File: src/rtl/rv32i_types.sv
// Shared types for the branch predictor: 2-bit counter states, prediction
// metadata carried down the pipeline, and index-mode encodings.
package rv32i_types;

    typedef logic [1:0] cnt2_t;

    localparam cnt2_t CNT_SNT = 2'b00;  // strong not-taken
    localparam cnt2_t CNT_WNT = 2'b01;  // weak not-taken (reset value)
    localparam cnt2_t CNT_WT  = 2'b10;  // weak taken
    localparam cnt2_t CNT_ST  = 2'b11;  // strong taken

    localparam int MODE_BIMODAL = 0;
    localparam int MODE_GSHARE  = 1;

    // History field is sized for the longest supported history; users keep
    // only the low HIST_BITS.
    localparam int BRP_GHR_W = 32;

    typedef struct packed {
        logic                 pred_taken;
        logic [31:0]          pred_target;
        logic [31:0]          pred_alt;
        logic [BRP_GHR_W-1:0] ghr;
    } brp_meta_t;

endpackage

File: src/rtl/sat_counter2.sv
// Next-state logic for one 2-bit saturating counter.
module sat_counter2
    import rv32i_types::*;
(
    input  cnt2_t i_cnt,
    input  logic  i_taken,
    output cnt2_t o_cnt
);

    // Step toward strong-taken on taken, toward strong-not-taken otherwise.
    always_comb begin
        o_cnt = i_cnt;
        if (i_taken) begin
            if (i_cnt != CNT_ST) o_cnt = i_cnt + 2'd1;
        end else begin
            if (i_cnt != CNT_SNT) o_cnt = i_cnt - 2'd1;
        end
    end

endmodule

File: src/rtl/brp_gshare.sv
// Bimodal/gshare conditional branch predictor with speculative global
// history, misprediction repair and accuracy counters.
module brp_gshare
    import rv32i_types::*;
#(
    parameter int IDX_BITS  = 8,
    parameter int HIST_BITS = 8,
    parameter int MODE      = 1,
    parameter int CNT_W     = 32
) (
    input  logic                 clk,
    input  logic                 rst,
    input  logic                 if_valid,
    input  logic                 if_is_br,
    input  logic                 if_is_jal,
    input  logic [31:0]          if_pc,
    input  logic [31:0]          if_b_imm,
    input  logic [31:0]          if_j_imm,
    output logic                 pred_taken,
    output logic [31:0]          pred_target,
    output logic [31:0]          pred_alt,
    output logic [HIST_BITS-1:0] pred_ghr,
    input  logic                 ex_valid,
    input  logic [31:0]          ex_pc,
    input  logic                 ex_taken,
    input  logic                 ex_pred_taken,
    input  logic [HIST_BITS-1:0] ex_ghr,
    output logic                 mispredict,
    output logic [CNT_W-1:0]     stat_total,
    output logic [CNT_W-1:0]     stat_correct
);

    localparam int ENTRIES = 1 << IDX_BITS;

    logic [HIST_BITS-1:0] r_ghr;
    cnt2_t                r_pht [ENTRIES];
    logic [CNT_W-1:0]     r_total;
    logic [CNT_W-1:0]     r_correct;

    logic [IDX_BITS-1:0]  w_if_idx;
    logic [IDX_BITS-1:0]  w_ex_idx;
    cnt2_t                w_ex_nxt;
    brp_meta_t            w_meta;
    logic [31:0]          w_fall;
    logic [31:0]          w_tgt;
    logic [HIST_BITS:0]   w_if_shift;
    logic [HIST_BITS:0]   w_rep_shift;

    // Zero-extending through a wide temporary covers both HIST_BITS < IDX_BITS
    // and HIST_BITS >= IDX_BITS without a parameter-dependent slice.
    function automatic logic [IDX_BITS-1:0] f_idx(input logic [31:0] pc,
                                                  input logic [HIST_BITS-1:0] h);
        logic [IDX_BITS+HIST_BITS-1:0] ext;
        ext = {{IDX_BITS{1'b0}}, h};
        if (MODE == MODE_GSHARE) return pc[IDX_BITS+1:2] ^ ext[IDX_BITS-1:0];
        else                     return pc[IDX_BITS+1:2];
    endfunction

    assign w_if_idx = f_idx(if_pc, r_ghr);
    assign w_ex_idx = f_idx(ex_pc, ex_ghr);

    sat_counter2 u_ctr (
        .i_cnt   (r_pht[w_ex_idx]),
        .i_taken (ex_taken),
        .o_cnt   (w_ex_nxt)
    );

    // Zero-latency lookup: direction from the PHT (JAL forced taken), and the
    // taken/fall-through pair ordered by the prediction.
    always_comb begin
        w_fall             = if_pc + 32'd4;
        w_tgt              = w_fall;
        w_meta.pred_taken  = 1'b0;
        w_meta.pred_target = w_fall;
        w_meta.pred_alt    = w_fall;
        w_meta.ghr         = BRP_GHR_W'(r_ghr);
        if (if_is_br) begin
            w_tgt             = if_pc + if_b_imm;
            w_meta.pred_taken = r_pht[w_if_idx][1];
        end else if (if_is_jal) begin
            w_tgt             = if_pc + if_j_imm;
            w_meta.pred_taken = 1'b1;
        end
        if (if_is_br || if_is_jal) begin
            w_meta.pred_target = w_meta.pred_taken ? w_tgt : w_fall;
            w_meta.pred_alt    = w_meta.pred_taken ? w_fall : w_tgt;
        end
    end

    assign pred_taken   = w_meta.pred_taken;
    assign pred_target  = w_meta.pred_target;
    assign pred_alt     = w_meta.pred_alt;
    assign pred_ghr     = w_meta.ghr[HIST_BITS-1:0];
    assign mispredict   = ex_valid & (ex_taken != ex_pred_taken);
    assign stat_total   = r_total;
    assign stat_correct = r_correct;

    // One-bit-wider shift temporaries also handle HIST_BITS == 1.
    assign w_if_shift  = {r_ghr, w_meta.pred_taken};
    assign w_rep_shift = {ex_ghr, ex_taken};

    // Global history: repair from EX beats the speculative IF shift (the IF
    // instruction is being flushed anyway). JAL never shifts.
    always_ff @(posedge clk or posedge rst) begin
        if (rst)                        r_ghr <= '0;
        else if (mispredict)            r_ghr <= w_rep_shift[HIST_BITS-1:0];
        else if (if_valid && if_is_br)  r_ghr <= w_if_shift[HIST_BITS-1:0];
    end

    // PHT training at the EX index; a same-cycle IF read sees the old value.
    always_ff @(posedge clk or posedge rst) begin
        if (rst) begin
            for (int i = 0; i < ENTRIES; i++) r_pht[i] <= CNT_WNT;
        end else if (ex_valid) begin
            r_pht[w_ex_idx] <= w_ex_nxt;
        end
    end

    // Accuracy counters, each saturating at all-ones.
    always_ff @(posedge clk or posedge rst) begin
        if (rst) begin
            r_total   <= '0;
            r_correct <= '0;
        end else if (ex_valid) begin
            if (r_total != '1) r_total <= r_total + 1'b1;
            if ((ex_taken == ex_pred_taken) && (r_correct != '1))
                r_correct <= r_correct + 1'b1;
        end
    end

endmodule

File: config.mk
export PLATFORM = sky130hd
export DESIGN_NAME = brp_gshare
export DESIGN_NICKNAME = d
export VERILOG_FILES = /design/src/rtl/rv32i_types.sv /design/src/rtl/sat_counter2.sv /design/src/rtl/brp_gshare.sv
export SDC_FILE = /design/constraint.sdc
export NUM_CORES = 2
export LEC_CHECK = 0
export ABC_CLOCK_PERIOD_IN_PS = 22000
export CAP_MARGIN = 20
export CORE_MARGIN = 2
export CORE_UTILIZATION = 35
export DETAILED_ROUTE_END_ITERATION = 16
export GPL_ROUTABILITY_DRIVEN = 0
export PLACE_DENSITY = 0.58
export SLEW_MARGIN = 20
export SYNTH_ARGS = -nofsm -noshare
export SYNTH_HDL_FRONTEND = slang
export SYNTH_SLANG_ARGS = --single-unit
File: constraint.sdc
create_clock -name clk -period 22 [get_ports clk]
set_input_delay 2.2 -clock clk [delete_from_list [all_inputs] [get_ports clk]]
set_output_delay 2.2 -clock clk [all_outputs]
set_load 0.05 [all_outputs]
# ---- Word level (Yosys, flattened, before mapping)
# Index checks and enable logic that the tools add are counted.
dict set report totals {
  output_inout_bits 138
  wordCells 308
  regBits 584
  input_bits 144
}
dict set report op_classes {
  muxes 21
  n_eq_ne 5
  n_reduce_logical 8
  bitwise_logic 5
  n_lt_le_gt_ge 3
  add_sub_neg 7
}
# operator count
set op_table {}
lappend op_table {{bitwise mux 512 bit} 1}
lappend op_table {{2-to-1 mux 32 bit} 4}
lappend op_table {{adder 32 x 1 -> 32 bit (second input constant)} 2}
lappend op_table {{adder 32 bit} 2}
lappend op_table {{2-to-1 mux 64 bit} 1}
lappend op_table {{!= test 32 bit (second input constant)} 2}
lappend op_table {{adder 32 x 3 -> 32 bit (second input constant)} 1}
lappend op_table {{binary-select mux 2 bit (select 8 bit)} 2}
lappend op_table {{greater-or-equal comparator 9 bit (second input constant)} 2}
lappend op_table {{inverter 8 -> 9 bit} 2}
lappend op_table {{demux 2 bit (select 8 bit)} 1}
lappend op_table {{2-to-1 mux 2 bit} 8}
lappend op_table {{2-to-1 mux 8 bit} 2}
lappend op_table {{bitwise XOR 8 bit} 2}
lappend op_table {{< comparator 9 x 1 -> 1 bit (second input constant)} 1}
lappend op_table {{AND reduction 2 bit} 2}
lappend op_table {{nonzero test 2 bit} 2}
lappend op_table {{logical AND 1 bit} 3}
lappend op_table {{adder 2 x 1 -> 2 bit (second input constant)} 1}
lappend op_table {{2-to-1 mux 1 bit} 2}
lappend op_table {{!= test 2 bit (second input constant)} 1}
lappend op_table {{subtractor 2 x 1 -> 2 bit (second input constant)} 1}
lappend op_table {{AND 1 bit} 1}
lappend op_table {{equality test 1 bit} 1}
lappend op_table {{2 further kinds} 2}

# ---- Depth between registers and ports, before layout
dict set report depth {
  depth_word 9
  ltp_mapped 14
  depth_no_buf 11
}

# ---- Cells and area by module
# A second synthesis with hierarchy kept.
dict set report unflattened {
  cells_unflattened 2802
  hier_area_um2 34705.8
}
# mod area_each_um2 seq_area_each_um2 cells_each n_inst
set modules_own_cells {}
lappend modules_own_cells {brp_gshare 34679.5 14934.3 2799 1}
lappend modules_own_cells {sat_counter2 26.3 0.0 3 1}

# ---- Worst setup path after synthesis
# No wires, ideal clock.
dict set report synth_timing {
  path_kind {input -> output}
  startpoint {input port if_pc[2]}
  endpoint {output port pred_target[29]}
  setup_slack_ns 13.928
  t_arrival_ns 5.872
  stages 10
  required_ns 19.800
  path_cell_list {xor2_2 > buf_6 > mux4_2 > a22oi_1 > a21boi_0 > or4b_4 > a21oi_2 > nor2_2 > buf_4 > a311oi_1}
}
dict set report synth_via {
  elab_chain_len 8
}
# element line_no
set synth_rtl {}
lappend synth_rtl {{start, declared} brp_gshare.sv:16} ;# input logic [31:0] if_pc,
lappend synth_rtl {{bitwise XOR 8 bit} brp_gshare.sv:55} ;# if (MODE == MODE_GSHARE) return pc[IDX_BITS+1:2] ^ ext[IDX_BITS-1:0];
lappend synth_rtl {{inverter 8 -> 9 bit (implied by the code)} brp_gshare.sv:79} ;# w_meta.pred_taken = r_pht[w_if_idx][1];
lappend synth_rtl {{binary-select mux 2 bit (select 8 bit)} brp_gshare.sv:79}
lappend synth_rtl {{2-to-1 mux 2 bit (implied by the code) (2 in a row)} brp_gshare.sv:79}
lappend synth_rtl {{2-to-1 mux 1 bit} brp_gshare.sv:77} ;# if (if_is_br) begin
lappend synth_rtl {{2-to-1 mux 32 bit} brp_gshare.sv:85} ;# w_meta.pred_target = w_meta.pred_taken ? w_tgt : w_fall;
lappend synth_rtl {{2-to-1 mux 64 bit (*)} brp_gshare.sv:84} ;# if (if_is_br || if_is_jal) begin
lappend synth_rtl {{end, declared} brp_gshare.sv:20} ;# output logic [31:0] pred_target,
# Mark *: on every way between the ends. The rest lies on a longest branch, timed or not. The select of a mux whose other input is x is not followed.

# ---- Worst setup path in the final report
dict set report layout_timing {
  startpoint {input port if_pc[2]}
  endpoint {output port pred_target[30]}
}
# The elaborated chain is that of the path after synthesis.

==> impl_metrics.json <==
{
  "synth_fa_ha_area_frac": 0.0254,
  "antenna_left": 0,
  "clk_path_buf_depth": 3,
  "finish.utilization": 0.416,
  "clkTransAtPathRegs_ns": 0.06,
  "synth_largest_area_cell": "dfrtp_1",
  "fin_crit_ns": 11.64,
  "die_h_um": 318,
  "yosys_most_used_dff": "dfrtp_1",
  "globalRouteTotalUtil": 0.231,
  "mostFrequentLayoutCell": "nand2_1",
  "cp-end-kind": "output port",
  "ys_seq_elements": 584,
  "worst_ep_arrival_time_ns": 9.44,
  "synthCells": 3198,
  "antenna_found_initial": 4,
  "synth_top_family_by_area": "multiplexers",
  "grt_max_degree": 175,
  "max_freq_mhz": 85.9,
  "p_switching_mw": 1.27,
  "hp-class": "register to register",
  "cp_top_family": "buffers and inverters",
  "clock_latency_ns": 0.63,
  "ir_drop_mv": 0.0492,
  "synthMuxAreaShare": 0.230,
  "synth_nets": 3409,
  "yosys.area_share.simple": 0.131,
  "setup_viol": 0,
  "synthDistinctLibCells": 81,
  "synthArstFlopShare": 1.00,
  "drt_iter0_drc": 2351,
  "whs_ns": 0.484,
  "cts_setup_buffers": 0,
  "slew-limit-headroom": 0.240,
  "dp.final_hpwl_um": 81300,
  "worstPathMaxFanout": 33,
  "finalNonFillerCells": 4768,
  "floorplan.initialDensity": 0.351,
  "drc": 0,
  "ys_warn_count": 0,
  "dp_slack_ns": 10.46,
  "core_um2": 98000,
  "synth_top_area_frac": 0.238,
  "rsz0062_at_grt": "no",
  "final_cell_mix": "637 x nand2_1, 328 x dfrtp_1, 296 x o21ai_0, 274 x mux2_2",
  "clock_power_share": 0.316,
  "vias_per_cell": 5.72,
  "fillCellCount": 9225,
  "cts_tree": "yes",
  "critPathLaunchType": "input port",
  "synth_compound_area_frac": 0.106,
  "crit_required_ns": 19.80,
  "syn2layout_area_growth_pct": 18.4,
  "final_max_slew_viol_count": 0,
  "avgSynthCellArea_um2": 10.8,
  "p_per_area_nw_per_um2": 86.3,
  "crit_chain": "clkdlybuf4s50_1, xor2_4, buf_4, buf_4, mux4_2, a22oi_1, o2bb2ai_1, o21ai_0, a2bb2oi_1, buf_4, nand3_2, inv_2, a41oi_1, clkdlybuf4s50_1",
  "timing.max_cap.violations": 0,
  "wl_per_cell_um": 24.7,
  "ys_seq_area_frac": 0.434,
  "pin_count": 282,
  "grt_pass1_wl_um": 177000,
  "antenna_cells": 0,
  "cts_made_buffers": 66,
  "slowest_delay_ns": 0.94,
  "synth_area_leaders": "dfrtp_1 24%, dfstp_2 20%, mux4_2 12%, mux2_2 9.0%, nand2_1 6.9%",
  "cts.htree.levels": 3,
  "skew_ns": 0.0331,
  "setup_tns_ns": 0,
  "p_leak_nw": 16.3,
  "cp.depth": 14,
  "layout-drive-gt1-share": 0.278,
  "wirelength_um": 118000,
  "overflow": 0,
  "rr_worst_depth": 9,
  "synth_area_um2": 34400,
  "placedCellCount": 4647,
  "slowest_stage": "clkdlybuf4s50_1",
  "hold_viol_final": 0,
  "cts-resized-gates": 0,
  "nets": 3639,
  "clock_sinks": 584,
  "switching_share": 0.360,
  "p_int_mw": 2.25,
  "port-buffer-count": 257,
  "synth_edf_count": 0,
  "power_frac_comb": 0.319,
  "postCtsHoldBufs": 0,
  "status": "complete, no violations",
  "setup_ws_ns": 10.36,
  "min_period_over_period": 0.529,
  "dieWidth_um": 318,
  "die-area_um2": 101000,
  "rrSetupSlack_ns": 16.59,
  "min_path_cells": 1,
  "critPathKind": "input port to output port",
  "cts_root_buf": "clkbuf_16",
  "grt_pass1_vias": 27200,
  "firstDrtPassIters": 5,
  "routed-via-count": 27300,
  "rows": 115,
  "synth_xor_xnor_area_share": 0.0419,
  "worst_pin_slew_ns": 1.14,
  "power_frac_seq": 0.365,
  "crit_buf_inv": 6,
  "cpMostUsedCell": "buf_4"
}
-- power groups by stage --
stage	Sequential [mW]	Combinational [mW]	Clock (mW)
finish	1.28	1.12	1.11
global route	1.30	1.18	1.18
CTS	1.28	1.12	1.14
detailed placement	1.30	1.12	0
global placement	1.30	1.11	0
floorplan	1.33	0.703	0
-- path summary, 6_finish.rpt --
kind	startpoint	endpoint
worst max register to register	r_pht[126]$_DFFE_PP1P_	r_pht[199]$_DFFE_PP0P_
min in group asynchronous	rst	stat_correct[6]$_DFFE_PP0P_
worst min register to register	stat_correct[19]$_DFFE_PP0P_	stat_correct[19]$_DFFE_PP0P_
max in group asynchronous	rst	r_pht[135]$_DFFE_PP0P_
worst min-delay path	stat_correct[19]$_DFFE_PP0P_	stat_correct[19]$_DFFE_PP0P_
worst max-delay path	if_pc[2]	pred_target[30]
-- registers in the layout, summed over array words and instances (netlist names) --
name	count
pred_ghr	8
r_pht	512
stat_correct	32
stat_total	32
-- logic make-up (layout without fill, tap and decap cells) --
kind of cell,count (synthesis),after routing
AO/OA/AOI/OAI,604,604
adder cells (fa/ha/maj),69,69
AND/OR/NAND/NOR,1039,1039
XOR/XNOR,162,162
multiplexers,524,524
buffers and inverters,216,499
flip-flops,584,584
-- layout make-up --
class / count / area, µm² / area share
flip-flops and latches: 584 / 14900 / 0.366
repair buffers: 337 / 3210 / 0.0788
clock inverters: 15 / 149 / 0.00365
well taps: 1287 / 1610 / 0.0395
inverters: 41 / 161 / 0.00396
clock buffers: 106 / 2030 / 0.0499
multi-input cells: 2398 / 18700 / 0.458
-- synthesized netlist by cell type, drive strengths merged (69+ instances only) --
library cell and n:
mux2 278, o21ai 300, a21oi 82, nand3 90
clkbuf 69, nor2 121, dfrtp 328, nand2 637
xnor2 86, mux4 186, dfstp 256, buf 106
xor2 76
-- routing by layer --
| layer | GRT usage | part of all wire |
|---|---|---|
| met5 | 0 | 0.00020 |
| met3 | 0.0453 | 0.069 |
| met4 | 0.0935 | 0.043 |
| met2 | 0.380 | 0.47 |
| met1 | 0.300 | 0.42 |
-- metrics by stage --
| step | power, mW | area, µm² |
|---|---|---|
| final | 3.52 | 40800 |
| after CTS | 3.54 | 40800 |
| after floorplan | 2.03 | 34400 |
| after global routing | 3.66 | 40800 |
| after global placement | 2.40 | 38600 |
| after detailed placement | 2.42 | 38600 |
(Power assumes the default switching activity.)
